**src/rtl/laser_pkg.sv**
```systemverilog
// Shared types and constants for the framed laser transmitter.
// Lane FSM states, the idle line level and the frame parity helper.
package laser_pkg;

   typedef enum logic [2:0] {
      IDLE,
      START,
      DATA,
      PARITY,
      STOP
   } lane_state_t;

   localparam logic LASER_IDLE_LEVEL = 1'b1;
   localparam int   MAX_DATA_W       = 16;

   // Even parity: the parity bit makes the total count of ones even.
   function automatic logic even_parity(input logic [MAX_DATA_W-1:0] word);
      return ^word;
   endfunction

endpackage

```
**src/rtl/laser_tx_lane.sv**
```systemverilog
// One laser lane: accepts a word on valid/ready and serialises it as a
// start/data/parity/stop frame timed by a free-standing baud counter.
module laser_tx_lane
   import laser_pkg::*;
#(
   parameter int DATA_W    = 8,
   parameter int BAUD_DIV  = 8,
   parameter int PARITY_EN = 1,
   parameter int STOP_BITS = 1
) (
   input  logic              clock,
   input  logic              reset,
   input  logic              en,
   input  logic [DATA_W-1:0] data,
   input  logic              valid,
   output logic              ready,
   output logic              line,
   output logic              busy,
   output logic              done
);

   localparam int BAUD_W = $clog2(BAUD_DIV);
   localparam int BIT_W  = $clog2(DATA_W + 1);
   localparam logic [BAUD_W-1:0] BAUD_LAST = BAUD_W'(BAUD_DIV - 1);
   localparam logic [BIT_W-1:0]  BIT_LAST  = BIT_W'(DATA_W - 1);
   localparam logic              STOP_LAST = 1'(STOP_BITS - 1);

   lane_state_t       state_q, state_d;
   logic [BAUD_W-1:0] baud_q, baud_d;
   logic [BIT_W-1:0]  bit_q, bit_d;
   logic              stop_q, stop_d;
   logic [DATA_W-1:0] shift_q, shift_d;
   logic              parity_q, parity_d;
   logic              line_q, line_d;
   logic              armed_q;
   logic              period_end;
   logic              accept;

   // armed_q holds data_ready low while reset is held and for one cycle after.
   assign ready      = en && armed_q && (state_q == IDLE);
   assign accept     = ready && valid;
   assign period_end = (baud_q == BAUD_LAST);
   assign line       = line_q;
   assign busy       = (state_q != IDLE);
   assign done       = (state_q == STOP) && period_end && (stop_q == STOP_LAST);

   // NOTE: every variable gets a default before the case so no path leaves it unassigned (no latches).
   always_comb begin
      state_d  = state_q;
      baud_d   = period_end ? '0 : baud_q + 1'b1;
      bit_d    = bit_q;
      stop_d   = stop_q;
      shift_d  = shift_q;
      parity_d = parity_q;
      line_d   = LASER_IDLE_LEVEL;

      case (state_q)
         IDLE: begin
            baud_d = '0;
            if (accept) begin
               state_d  = START;
               shift_d  = data;
               parity_d = even_parity(MAX_DATA_W'(data));
               bit_d    = '0;
               stop_d   = 1'b0;
            end
         end
         START:  if (period_end) state_d = DATA;
         DATA: begin
            if (period_end) begin
               if (bit_q == BIT_LAST) begin
                  state_d = (PARITY_EN != 0) ? PARITY : STOP;
               end else begin
                  shift_d = shift_q >> 1;
                  bit_d   = bit_q + 1'b1;
               end
            end
         end
         PARITY: if (period_end) state_d = STOP;
         STOP: begin
            if (period_end) begin
               if (stop_q == STOP_LAST) state_d = IDLE;
               else                     stop_d  = stop_q + 1'b1;
            end
         end
         default: state_d = IDLE;
      endcase

      // The line level is computed from next-state values so laser_out is a flop.
      case (state_d)
         START:   line_d = ~LASER_IDLE_LEVEL;
         DATA:    line_d = shift_d[0];
         PARITY:  line_d = parity_q;
         default: line_d = LASER_IDLE_LEVEL;
      endcase
   end

   // NOTE: sequential state uses non-blocking assignments so all flops update together at the edge.
   always_ff @(posedge clock) begin
      if (reset) begin
         // NOTE: the shift register is tiny, so it is reset too; this keeps the datapath free of X after reset.
         state_q  <= IDLE;
         baud_q   <= '0;
         bit_q    <= '0;
         stop_q   <= 1'b0;
         shift_q  <= '0;
         parity_q <= 1'b0;
         line_q   <= LASER_IDLE_LEVEL;
         armed_q  <= 1'b0;
      end else begin
         state_q  <= state_d;
         baud_q   <= baud_d;
         bit_q    <= bit_d;
         stop_q   <= stop_d;
         shift_q  <= shift_d;
         parity_q <= parity_d;
         line_q   <= line_d;
         armed_q  <= 1'b1;
      end
   end

endmodule

```
**src/rtl/laser_frame_tx.sv**
```systemverilog
// Multi-channel framed laser transmitter: NUM_CH independent lanes, each
// driving a differential GPIO pair {~line, line}.
module laser_frame_tx
   import laser_pkg::*;
#(
   parameter int NUM_CH    = 2,
   parameter int DATA_W    = 8,
   parameter int BAUD_DIV  = 8,
   parameter int PARITY_EN = 1,
   parameter int STOP_BITS = 1
) (
   input  logic                     clock,
   input  logic                     reset,
   input  logic                     en,
   input  logic [NUM_CH*DATA_W-1:0] data_in,
   input  logic [NUM_CH-1:0]        data_valid,
   output logic [NUM_CH-1:0]        data_ready,
   output logic [2*NUM_CH-1:0]      laser_out,
   output logic [NUM_CH-1:0]        busy,
   output logic [NUM_CH-1:0]        done
);

   for (genvar c = 0; c < NUM_CH; c++) begin : g_lane
      logic line;

      laser_tx_lane #(
         .DATA_W   (DATA_W),
         .BAUD_DIV (BAUD_DIV),
         .PARITY_EN(PARITY_EN),
         .STOP_BITS(STOP_BITS)
      ) u_lane (
         .clock(clock),
         .reset(reset),
         .en   (en),
         .data (data_in[c*DATA_W +: DATA_W]),
         .valid(data_valid[c]),
         .ready(data_ready[c]),
         .line (line),
         .busy (busy[c]),
         .done (done[c])
      );

      assign laser_out[2*c +: 2] = {~line, line};
   end

endmodule

```
**config.mk**
```make
export PLATFORM = sky130hd
export DESIGN_NAME = laser_frame_tx
export DESIGN_NICKNAME = d
export VERILOG_FILES = /design/src/rtl/laser_pkg.sv /design/src/rtl/laser_tx_lane.sv /design/src/rtl/laser_frame_tx.sv
export SDC_FILE = /design/constraint.sdc
export NUM_CORES = 1
export LEC_CHECK = 0
export BUFFER_PORTS_ARGS = -buffer_cell sky130_fd_sc_hd__buf_4
export CAP_MARGIN = 20
export CORE_MARGIN = 2
export CORE_UTILIZATION = 33
export DETAILED_ROUTE_END_ITERATION = 8
export PLACE_DENSITY_LB_ADDON = 0.1
export SYNTH_ARGS = -nofsm -noshare
export SYNTH_HDL_FRONTEND = slang
export SYNTH_SLANG_ARGS = --single-unit
```
**constraint.sdc**
```tcl
create_clock -name clock -period 3.8 [get_ports clock]
set_input_delay 0.19 -clock clock [delete_from_list [all_inputs] [get_ports clock]]
set_output_delay 0.19 -clock clock [all_outputs]
set_load 0.02 [all_outputs]
```
# ---- Yosys cells after proc, flatten, opt, wreduce, memory -nomap -nowiden
# Index checks and enable logic that the tools add are counted.
dict set report op_classes {
  n_reduce_logical 27
  n_eq_ne 26
  n_addsub 6
  mux 43
  n_bitwise 4
}
# operator count
set op_table {}
lappend op_table {{$mux W8} 6}
lappend op_table {{$mux W3} 14}
lappend op_table {{$pmux W8 S2} 2}
lappend op_table {{$reduce_xor A16 Y1} 2}
lappend op_table {{$pmux W3 S5} 2}
lappend op_table {{$eq A3 B2 Y1 const B} 8}
lappend op_table {{$mux W4} 6}
lappend op_table {{$pmux W4 S2} 2}
lappend op_table {{$eq A3 B1 Y1 const B} 4}
lappend op_table {{$eq A3 B3 Y1 const B} 4}
lappend op_table {{$ne A2 B1 Y1 const B} 6}
lappend op_table {{$logic_and A1 B1 Y1} 9}
lappend op_table {{$add A4 B1 Y4 const B} 2}
lappend op_table {{$eq A4 B3 Y1 const B} 2}
lappend op_table {{$reduce_and A4 Y1} 2}
lappend op_table {{$reduce_bool A2 Y1} 4}
lappend op_table {{$mux W1} 7}
lappend op_table {{$add A3 B1 Y3 const B} 2}
lappend op_table {{$logic_not A3 Y1} 2}
lappend op_table {{$pmux W1 S3} 2}
lappend op_table {{$reduce_and A3 Y1} 2}
lappend op_table {{$reduce_bool A3 Y1} 2}
lappend op_table {{$reduce_or A3 Y1} 2}
lappend op_table {{$ne A2 B2 Y1 const B} 2}
lappend op_table {{other kinds (4)} 10}
dict set report word_totals {
  inputBits 21
  regBits 43
  word_cells 123
  out_inout_bits 10
}

# ---- Logic depth before layout (Yosys ltp)
# Gate-level depths: netlist of the first run.
dict set report logic_depth {
  ltp_word 7
  ltp_mapped 8
  ltp_nobuf 6
}

# ---- By module
# A second synthesis of the first run with hierarchy kept.
dict set report unflattened {
  hier_cells 212
  area_unflattened_um2 1989.4
}
# module area_each_um2 cells_each n_inst
set by_module_without_submodules {}
lappend by_module_without_submodules {laser_tx_lane 983.4 104 2}
lappend by_module_without_submodules {laser_frame_tx 22.5 4 1}

# ---- Worst setup path after synthesis of the first run
# No wires, ideal clock.
dict set report synth_timing {
  path_kind {reg2reg}
  from {register g_lane[0].u_lane.baud_q[0]}
  to {register g_lane[0].u_lane.line_q}
  setup_slack_ns 1.771
  arrival_ns 1.907
  stages_incl_launch_ff 9
  t_required_ns 3.678
  setup_time_ns 0.122
  period_less_slack_ns 2.029
  path_buffers 2
  path_cell_list {dfxtp_1 -> ha_1 -> ha_1 -> buf_2 -> and4bb_4 -> and2_4 -> buf_6 -> a221o_1 -> o32a_1}
}
dict set report synth_between {
  elab_chain_len 5
}
# element line
set synth_rtl {}
lappend synth_rtl {{from (decl)} laser_tx_lane.sv:29} ;# logic [BAUD_W-1:0] baud_q, baud_d;
lappend synth_rtl {{from (signal assigned)} laser_tx_lane.sv:112} ;# baud_q <= baud_d;
lappend synth_rtl {{$eq A3 B3 Y1 (*)} laser_tx_lane.sv:42} ;# assign period_end = (baud_q == BAUD_LAST);
lappend synth_rtl {{$mux W3, on equally long branches} --}
lappend synth_rtl {{$pmux W3 S5} laser_tx_lane.sv:57} ;# case (state_q)
lappend synth_rtl {{$eq A3 B2 Y1 or $eq A3 B1 Y1 (tied branches)} laser_tx_lane.sv:90} ;# case (state_d)
lappend synth_rtl {{$pmux W1 S3 (*)} laser_tx_lane.sv:90}
lappend synth_rtl {{to (signal assigned)} laser_tx_lane.sv:117} ;# line_q <= line_d;
lappend synth_rtl {{to (decl)} laser_tx_lane.sv:34} ;# logic line_q, line_d;
# Mark *: on every way between the ends. The rest lies on a longest branch, timed or not. The select of a mux whose other input is x is not followed.
# A chain may end at the register's enable or synchronous reset.

# ---- Final worst setup path of the first run
# Same ends and word-level chain as after synthesis.

==> metrics.md, run 1 <==
| Metric | Value |
|---|---|
| Clk slew on worst S/H paths | 0.08 ns |
| Post-synth top flop | dfxtp_1 |
| Antenna viol nets, final | 0 |
| Final Hold Viols | 0 |
| Setup crit start kind | flip-flop |
| Initial core utilization | 34.5% |
| VDD IR max | 0.150 mV |
| Slew Viols, Final | 0 |
| CTS max path bufs | 2 |
| Htree depth | 2 |
| Crit path launch | g_lane[0].u_lane.baud_q[0] |
| Starting DRT DRC Count | 113 |
| Worst-Margin Slew | 1.08 ns |
| Die ar. | 6880 um2 |
| FFs w/ async S/R, synth | 0% |
| FILL cells | 639 |
| Top cell type's share of synthesized area | 39.9% |
| Cells after synthesis | 228 |
| Post-route cell area | 2350 um2 |
| Max Fclk | 424 MHz |
| Post-CTS Resized | 0 |
| Ant diodes | 0 |
| WP data arrival | 2.59 ns |
| CTS sink count | 41 |
| Leading area contributor after synthesis | dfxtp_1 |
| Number of global-route vias before repair | 1529 |
| Critical path class | flip-flop to flip-flop |
| Seq cells post-synth | 41 |
| Critical path data required time | 4.04 ns |
| Setup_tns | 0 ns |
| Routability cong. | 0.760 |
| Drt drc | 0 |
| Die boundary width | 83.0 um |
| Worst Hold Class | input port to flip-flop |
| Worst Hold Launch | data_in[15] |
| Placed inst area | 2250 um2 |
| DP HPWL | 3.21 mm |
| Vias | 1670 |
| Max-cap violations | 0 |
| # nets final | 272 |
| Routed length per instance | 13.9 um |
| Final WL | 4.46 mm |
| Initial antenna violation count | 0 |
| Row Count | 28 |
| Port bufs | 30 |
| Distinct cell type count after synthesis | 44 |
| Pin count of the biggest net entering global routing | 31 |
| CP max FO | 14 |
| Total track usage | 13.5% |
| CTS tree | done |
| Post-synth top cells | dfxtp_1 (41), xnor2_1 (15), a21oi_1 (14), nand2_1 (14), nor2_1 (12) |
| Post-synth EDFFs | 0 |
| Final setup fails | 0 |
| Grt total ovfl | 0 |
| Element type at the critical path end | flip-flop |
| PwrDens | 373 nW/um2 |
| Unrepaired setup endpoints after global routing | no |
| Mapped Area | 2060 um2 |
| Die H | 83.0 um |
| Area delta synth->final | 14.1% |
| # IOs | 31 |
| Largest cells by area after synthesis | dfxtp_1 (40%), xnor2_1 (6.4%), ha_1 (4.3%), a21oi_1 (3.4%), a22oi_1 (2.9%) |
| Core area | 5960 um2 |
| Clk Latency, worst-skew pair | 0.29 ns |
| Post-synthesis sequential area ratio | 39.9% |
| Synth warnings | 0 |
| Leak | 0.938 nW |
| Slew margin rel. | 28.3% |
| Total chip power | 0.877 mW |
| Status | finished clean |
| Skew final | 0.00403 ns |
| Post-route clock period utilization | 62.0% |
| First-pass GRT wire length | 7.52 mm |
| Most common cell in the netlist | dfxtp_1 |
| Syn nets | 256 |
| Syn avg cell area | 9.02 um2 |
| Via density | 5.22 |
| Final worst path period need | 2.36 ns |
| Layout Cells excl Fill | 320 |
| Cells after DPL | 312 |
| CTS hold repair buffers | 0 |
| Num CTS Buffers | 5 |
| Drt pass-1 iters | 4 |
| Post-CTS setup buffers | 0 |
| Layout cells sized above 1 | 19.2% |
| CTS Root Cell | clkbuf_8 |
| R2r startpoint | g_lane[0].u_lane.baud_q[0] |
==> stage by stage <==
stage | util (%) | setup slack, ns | hold slack [ns]
2_1_floorplan | - | 1.77 | 0.326
3_3_place_gp | 37.7 | 1.46 | 0.415
3_5_place_dp | 37.7 | 1.44 | 0.425
4_1_cts | 39.4 | 1.40 | 0.176
5_1_grt | 39.4 | 1.24 | 0.189
6_report | 39.4 | 1.44 | 0.188
==> power breakdown <==
part           switching, mW  internal, mW
Combinational         0.0566        0.0535
Clock                  0.151         0.164
Sequential           0.00909         0.442
Total                  0.217         0.660
==> per-layer routing <==
metal,share of wire (%),vias up,GRT usage [%]
met4,0.76,0,4.92
met3,5.0,2,3.58
met5,0,-,0
li1,-,845,-
met1,52,779,19.3
met2,42,44,19.4
==> final timing paths <==
kind / to / slack, ns / depth (start not counted)
hold / removal: g_lane[1].u_lane.shift_q[7] / 0.19 / 3
setup reg to reg: g_lane[0].u_lane.line / 1.44 / 6
hold reg to reg: g_lane[1].u_lane.baud_q[0] / 0.43 / 1
setup / recovery: g_lane[0].u_lane.line / 1.44 / 6
==> worst max-delay path, stage by stage, from the launching register on <==
cell and delay [ns]:
dfxtp_1 0.32, ha_1 0.19, ha_1 0.27, and4bb_4 0.25, a22oi_1 0.82, a221o_1 0.30
o32a_1 0.16
==> state kept, by name, summed over array words and instances, names as in the netlist <==
name                    count
g_lane.u_lane.line          2
g_lane.u_lane.armed_q       1
g_lane.u_lane.state_q       6
g_lane.u_lane.bit_q         8
g_lane.u_lane.shift_q      16
g_lane.u_lane.parity_q      2
g_lane.u_lane.baud_q        6
==> cells in the final DEF (no fill, tap or decap), types with 4 or more instances in the layout <==
cell / instances
a22oi_1: 8
nor3_1: 9
nand3_1: 7
dfxtp_1: 41
or3_1: 4
and3_1: 6
nor2_1: 12
nand2_1: 14
o21ai_0: 4
xnor2_1: 15
a221oi_1: 6
and2_1: 8
nand3b_1: 4
a21oi_1: 14
inv_1: 10
ha_1: 7
clkbuf_8: 7
buf_4: 30
==> cell type report <==
type                    instances  area, um2  share of cell area [%]
inverters                      10       37.5                    1.60
multi-input cells             156       1070                    45.5
clock inverters                 1       5.00                   0.213
flip-flops and latches         41        821                    35.0
clock buffers                   7       96.3                    4.10
repair buffers                 30        225                    9.59
well taps                      75       93.8                    4.00
==> logic make-up (layout without fill, tap and decap cells) <==
group                    after synthesis  count (layout)  share of synthesized area, %
flip-flops                            41              41                          39.9
adder cells (fa/ha/maj)                7               7                          4.26
AO/OA/AOI/OAI                         50              50                          17.3
AND/OR/NAND/NOR                       83              83                          23.6
XOR/XNOR                              16              16                          6.81
buffers and inverters                 31              48                          8.15
Note: power is estimated with default switching activity, not from simulation.
==> inputs of run 2 (changes only) <==
==> constraint.sdc (replaced) <==
create_clock -name clock -period 2.1 [get_ports clock]
set_input_delay 0.105 -clock clock [delete_from_list [all_inputs] [get_ports clock]]
set_output_delay 0.105 -clock clock [all_outputs]
set_load 0.02 [all_outputs]
==> metrics.md, run 2 (synthesized netlist as in run 1, its figures left out) <==
| Metric | Value |
|---|---|
| Status | finished clean |
| Worst Hold Endpoint | g_lane[0].u_lane.shift_q[7] |
| Slew margin rel. | 70.8% (+43 points) |
| Htree depth | 2 (unchanged) |
| Unrepaired setup endpoints after global routing | no |
| # nets final | 278 (+2.2%) |
| Critical path class | flip-flop to flip-flop |
| Leak | 0.952 nW (+1.4%) |
| VDD IR max | 0.291 mV (+93%) |
| Commonest non-fill, non-tap cell in the layout | dfxtp_1 |
| Routed length per instance | 13.4 um (-4.0%) |
| Critical path data required time | 2.28 ns (-1.76 ns) |
| Placement Setup Slack | 0.205 ns (-1.23 ns) |
| Setup crit start kind | flip-flop |
| Die ar. | 6880 um2 (unchanged) |
| CP max FO | 8 (-6) |
| Clk slew on worst S/H paths | 0.08 ns (about the same) |
| Port bufs | 30 (unchanged) |
| Max Fclk | 524 MHz (+24%) |
| CTS Root Cell | clkbuf_8 |
| Initial core utilization | 34.5% (unchanged) |
| Placed inst area | 2290 um2 (+2.0%) |
| Via density | 5.13 (-1.7%) |
| Starting DRT DRC Count | 77 (-32%) |
| Pin count of the biggest net entering global routing | 31 (unchanged) |
| # IOs | 31 (unchanged) |
| Final setup fails | 0 (unchanged) |
| FILL cells | 620 (-3.0%) |
| Layout Cells excl Fill | 326 (+1.9%) |
| Area delta synth->final | 15.3% |
| Final worst path period need | 1.91 ns (-0.449 ns) |
| Row Count | 28 (unchanged) |
| Post-route clock period utilization | 90.9% (+29 points) |
| Cells after DPL | 318 (+1.9%) |
| R2R Setup Slk | 0.19 ns (-1.25 ns) |
| Area of the multi-input gates | 1070 um2 (unchanged) |
| Setup_tns | 0 ns (unchanged) |
| Die H | 83.0 um (unchanged) |
| Clk Latency, worst-skew pair | 0.29 ns (about the same) |
| Storage element area | 821 um2 (unchanged) |
| Final core utilization | 39.8% (+0.40 points) |
| R2r startpoint | g_lane[0].u_lane.baud_q[0] |
| Drt pass-1 iters | 4 (unchanged) |
| Skew final | 0.00891 ns (+0.00488 ns) |
| Biggest regs | g_lane.u_lane.shift_q: 16 flops, g_lane.u_lane.bit_q: 8 flops |
| Worst-Margin Slew | 0.438 ns (-0.638 ns) |
| CTS max path bufs | 2 (unchanged) |
| Grt total ovfl | 0 (unchanged) |
| Die boundary width | 83.0 um (unchanged) |
| Drt drc | 0 (unchanged) |
| Element type at the critical path end | flip-flop |
| CTS hold repair buffers | 0 (unchanged) |
| Routability cong. | 0.748 (-1.5%) |
| Layout cells sized above 1 | 19.9% (+0.74 points) |
| First-pass GRT wire length | 7.65 mm (+1.7%) |
| Post-CTS setup buffers | 0 (unchanged) |
| CTS sink count | 41 (unchanged) |
| Most frequent cells in the layout | dfxtp_1 (41), buf_4 (36), xnor2_1 (15), nand2_1 (14), a21oi_1 (14) |
| Critical R2R Capture | g_lane[0].u_lane.line |
| Slew Viols, Final | 0 (unchanged) |
| Num CTS Buffers | 5 (unchanged) |
| Ant diodes | 0 (unchanged) |
| Total track usage | 13.4% (-0.11 points) |
| Post-CTS Resized | 0 (unchanged) |
| Max-cap violations | 0 (unchanged) |
| Worst Hold Launch | data_in[7] |
| Number of global-route vias before repair | 1637 (+7.1%) |
| Crit path launch | g_lane[0].u_lane.baud_q[0] |
| Worst Reg-to-Reg Cells | 6 (unchanged) |
| WP data arrival | 2.09 ns (-0.50 ns) |
| PwrDens | 640 nW/um2 (+71%) |
| Hold depth | 3 (unchanged) |
| DP HPWL | 3.23 mm (+0.62%) |
| Final worst slack | 0.192 ns (-1.25 ns) |
| Antenna viol nets, final | 0 (unchanged) |
| Core area | 5960 um2 (unchanged) |
| Post-route cell area | 2370 um2 (+1.0%) |
| Final Hold Viols | 0 (unchanged) |
| Final WL | 4.36 mm (-2.2%) |
| CTS tree | done |
| Initial antenna violation count | 0 (unchanged) |
| Vias | 1673 (+0.18%) |
| Worst Hold Class | input port to flip-flop |
| Max FFs per register | 16 (unchanged) |
| Largest Register | g_lane.u_lane.shift_q |
run 2: cell count changes in the layout (fill, tap and decap cells not counted), sizes merged:
cell	delta
clkinv	-1
clkbuf	+1
buf	+6
run 2: critical path, cell delays in order (launching register included):
cell and delay (ns):
dfxtp_1 0.32, ha_1 0.20, ha_1 0.19, and4bb_4 0.21, and2_4 0.19, a221o_1 0.36, o32a_1 0.33
run 2: layout make-up:
type | instances | share of cell area, %
Clock buffer | 8 | 3.38
Timing Repair Buffer | 36 | 11.4
Sequential cell | 41 | 34.6
Inverter | 10 | 1.58
Tap cell | 75 | 3.96
Multi-Input combinational cell | 156 | 45.1
run 2: worst max path at each step:
stage / end / slack (ns) / cells past startpoint
final: g_lane[0].u_lane.line / 0.19 / 6
after floorplan: g_lane[0].u_lane.line / 0.07 / 8
after CTS: g_lane[0].u_lane.line / 0.18 / 6
after global routing: g_lane[1].u_lane.bit_q[3] / 0.09 / 5
after detailed placement: g_lane[0].u_lane.line / 0.20 / 6
after global placement: g_lane[0].u_lane.line / 0.23 / 6
run 2: per-stage QoR:
step | hold WS, ns | power, mW
floorplan | 0.241 | 0.971
global placement | 0.383 | 1.04
detailed placement | 0.390 | 1.04
CTS | 0.0886 | 1.54
global route | 0.105 | 1.59
finish | 0.0920 | 1.52
run 2: power breakdown:
part / leakage (nW) / switching, mW / internal (mW) / total [mW]
registers: 0.333 / 0.0169 / 0.800 / 0.817
clock network: 0.0395 / 0.263 / 0.236 / 0.500
logic: 0.579 / 0.0994 / 0.102 / 0.201
total: 0.952 / 0.380 / 1.14 / 1.52
run 2: layer usage:
| metal | vias to the layer above | share of wire [%] | global-route usage [%] |
|---|---|---|---|
| met1 | 778 | 52 | 19.3 |
| li1 | 859 | - | - |
| met4 | 0 | 0.87 | 3.87 |
| met3 | 4 | 4.6 | 3.98 |
| met5 | - | 0 | 0 |
| met2 | 32 | 42 | 19.1 |
==> inputs of run 3 (changes only) <==
--- a/config.mk
+++ b/config.mk
@@ -10,6 +10,7 @@
 export CORE_MARGIN = 2
 export CORE_UTILIZATION = 33
 export DETAILED_ROUTE_END_ITERATION = 8
+export MAX_ROUTING_LAYER = met4
 export PLACE_DENSITY_LB_ADDON = 0.1
 export SYNTH_ARGS = -nofsm -noshare
 export SYNTH_HDL_FRONTEND = slang
==> metrics.md, run 3 (synthesized netlist as in run 1, its figures left out) <==
| Metric | Value |
|---|---|
| R2R Setup Slk | 0.19 ns (about the same) |
| Row Count | 28 (unchanged) |
| CTS hold repair buffers | 0 (unchanged) |
| CP max FO | 8 (unchanged) |
| Commonest non-fill, non-tap cell in the layout | dfxtp_1 |
| Drt drc | 0 (unchanged) |
| Slew Viols, Final | 0 (unchanged) |
| Storage element area | 821 um2 (unchanged) |
| Most frequent cells in the layout | dfxtp_1 (41), buf_4 (36), xnor2_1 (15), nand2_1 (14), a21oi_1 (14) |
| Layout Cells excl Fill | 326 (unchanged) |
| Initial antenna violation count | 0 (unchanged) |
| Critical path data required time | 2.28 ns (about the same) |
| Status | finished clean |
| Area delta synth->final | 15.3% (unchanged) |
| Via density | 5.09 (-0.78%) |
| Htree depth | 2 (unchanged) |
| Pin count of the biggest net entering global routing | 31 (unchanged) |
| Skew final | 0.00820 ns (-0.000708 ns) |
| Clk Latency, worst-skew pair | 0.29 ns (about the same) |
| Cells after DPL | 318 (unchanged) |
| Worst-Margin Slew | 0.438 ns (-0.000195 ns) |
| CTS max path bufs | 2 (unchanged) |
| Worst Hold Class | input port to flip-flop |
| Number of global-route vias before repair | 1629 (-0.49%) |
| Post-route clock period utilization | 90.9% (about the same) |
| Hold slack | 0.0908 ns (-0.00124 ns) |
| Crit-path leading delay family | compound AO/OA/AOI/OAI gates |
| VDD IR max | 0.292 mV (+0.43%) |
| Antenna viol nets, final | 0 (unchanged) |
| # IOs | 31 (unchanged) |
| Setup crit start kind | flip-flop |
| Core area | 5960 um2 (unchanged) |
| # nets final | 278 (unchanged) |
| Critical R2R Capture | g_lane[0].u_lane.line |
| Port bufs | 30 (unchanged) |
| Drt pass-1 iters | 4 (unchanged) |
| Slowest CP cell | a221o_1 |
| Max FFs per register | 16 (unchanged) |
| Max incr delay on CP | 0.36 ns (about the same) |
| Post-CTS setup buffers | 0 (unchanged) |
| Final WL | 4.35 mm (-0.14%) |
| Post-CTS Resized | 0 (unchanged) |
| Initial core utilization | 34.5% (unchanged) |
| Routed length per instance | 13.3 um (-0.14%) |
| Biggest regs | g_lane.u_lane.shift_q: 16 flops, g_lane.u_lane.bit_q: 8 flops |
| CTS Root Cell | clkbuf_8 |
| CTS sink count | 41 (unchanged) |
| FILL cells | 620 (unchanged) |
| Leak | 0.952 nW (unchanged) |
| Critical path class | flip-flop to flip-flop |
| Setup_tns | 0 ns (unchanged) |
| WP data arrival | 2.09 ns (about the same) |
| Num CTS Buffers | 5 (unchanged) |
| Grt total ovfl | 0 (unchanged) |
| Unrepaired setup endpoints after global routing | no |
| Area of the multi-input gates | 1070 um2 (unchanged) |
| CP Cell Sequence | ha_1 -> ha_1 -> and4bb_4 -> and2_4 -> a221o_1 -> o32a_1 |
| Routability cong. | 0.757 (+1.3%) |
| Die ar. | 6880 um2 (unchanged) |
| CP most frequent cell | ha_1 |
| Element type at the critical path end | flip-flop |
| Final setup fails | 0 (unchanged) |
| Worst Reg-to-Reg Cells | 6 (unchanged) |
| Clk slew on worst S/H paths | 0.08 ns (about the same) |
| Vias | 1660 (-0.78%) |
| Die H | 83.0 um (unchanged) |
| Starting DRT DRC Count | 87 (+13%) |
| Largest Register | g_lane.u_lane.shift_q |
| First-pass GRT wire length | 7.67 mm (+0.26%) |
| Final Hold Viols | 0 (unchanged) |
| Max-cap violations | 0 (unchanged) |
| Max Fclk | 524 MHz (about the same) |
| Total track usage | 13.8% (+0.40 points) |
| R2r startpoint | g_lane[0].u_lane.baud_q[0] |
| Crit path buf inv count | 0 (unchanged) |
| Hold depth | 3 (unchanged) |
| Worst Hold Endpoint | g_lane[0].u_lane.shift_q[7] |
| Die boundary width | 83.0 um (unchanged) |
| DP HPWL | 3.23 mm (unchanged) |
| Slew margin rel. | 70.8% (about the same) |
| Final worst path period need | 1.91 ns (-0.000289 ns) |
| PwrDens | 641 nW/um2 (+0.15%) |
| CTS tree | done |
| Ant diodes | 0 (unchanged) |
| Worst Hold Launch | data_in[7] |
| Layout cells sized above 1 | 19.9% (unchanged) |
run 3: how the worst max path moves through the flow:
stage,startpoint,end,cells after the start
finish,g_lane[0].u_lane.baud_q[0],g_lane[0].u_lane.line,6
global route,g_lane[1].u_lane.baud_q[0],g_lane[1].u_lane.bit_q[3],5
CTS,g_lane[0].u_lane.baud_q[0],g_lane[0].u_lane.line,6
detailed placement,g_lane[0].u_lane.baud_q[0],g_lane[0].u_lane.line,6
global placement,g_lane[0].u_lane.baud_q[0],g_lane[0].u_lane.line,6
floorplan,g_lane[0].u_lane.baud_q[0],g_lane[0].u_lane.line,8
run 3: cell type report:
class                      instances  area share (%)
tap                               75            3.96
timing repair buffer              36            11.4
multi-input combinational        156            45.1
inverter                          10            1.58
clock buffer                       8            3.38
sequential                        41            34.6
run 3: worst register-to-register path: cells and delay by family, from the launching register on:
family / cells / cell delay (ns)
flops: 1 / 0.32
fa+ha+maj: 2 / 0.39
compound gates: 2 / 0.69
simple gates: 2 / 0.40
run 3: metrics by stage:
stage / power (mW) / setup WS [ns] / util [%] / cell area [um2]
after CTS: 1.54 / 0.180 / 39.8 / 2370
final: 1.52 / 0.192 / 39.8 / 2370
after global routing: 1.59 / 0.0901 / 39.8 / 2370
after detailed placement: 1.04 / 0.205 / 38.5 / 2290
after global placement: 1.04 / 0.228 / 38.5 / 2290
after floorplan: 0.971 / 0.0713 / - / 2060
run 3: layer usage:
metal	global-route usage [%]	vias up	wire length, um
met3	3.78	4	177
li1	-	858	-
met4	3.87	0	38
met1	19.5	768	2310
met2	19.1	30	1830
met5	-	-	0
run 3: power by group:
group | total [mW] | switching (mW) | leakage (nW) | internal, mW
clock | 0.502 | 0.265 | 0.0395 | 0.236
sequential | 0.817 | 0.0168 | 0.333 | 0.800
combinational | 0.202 | 0.0996 | 0.579 | 0.102
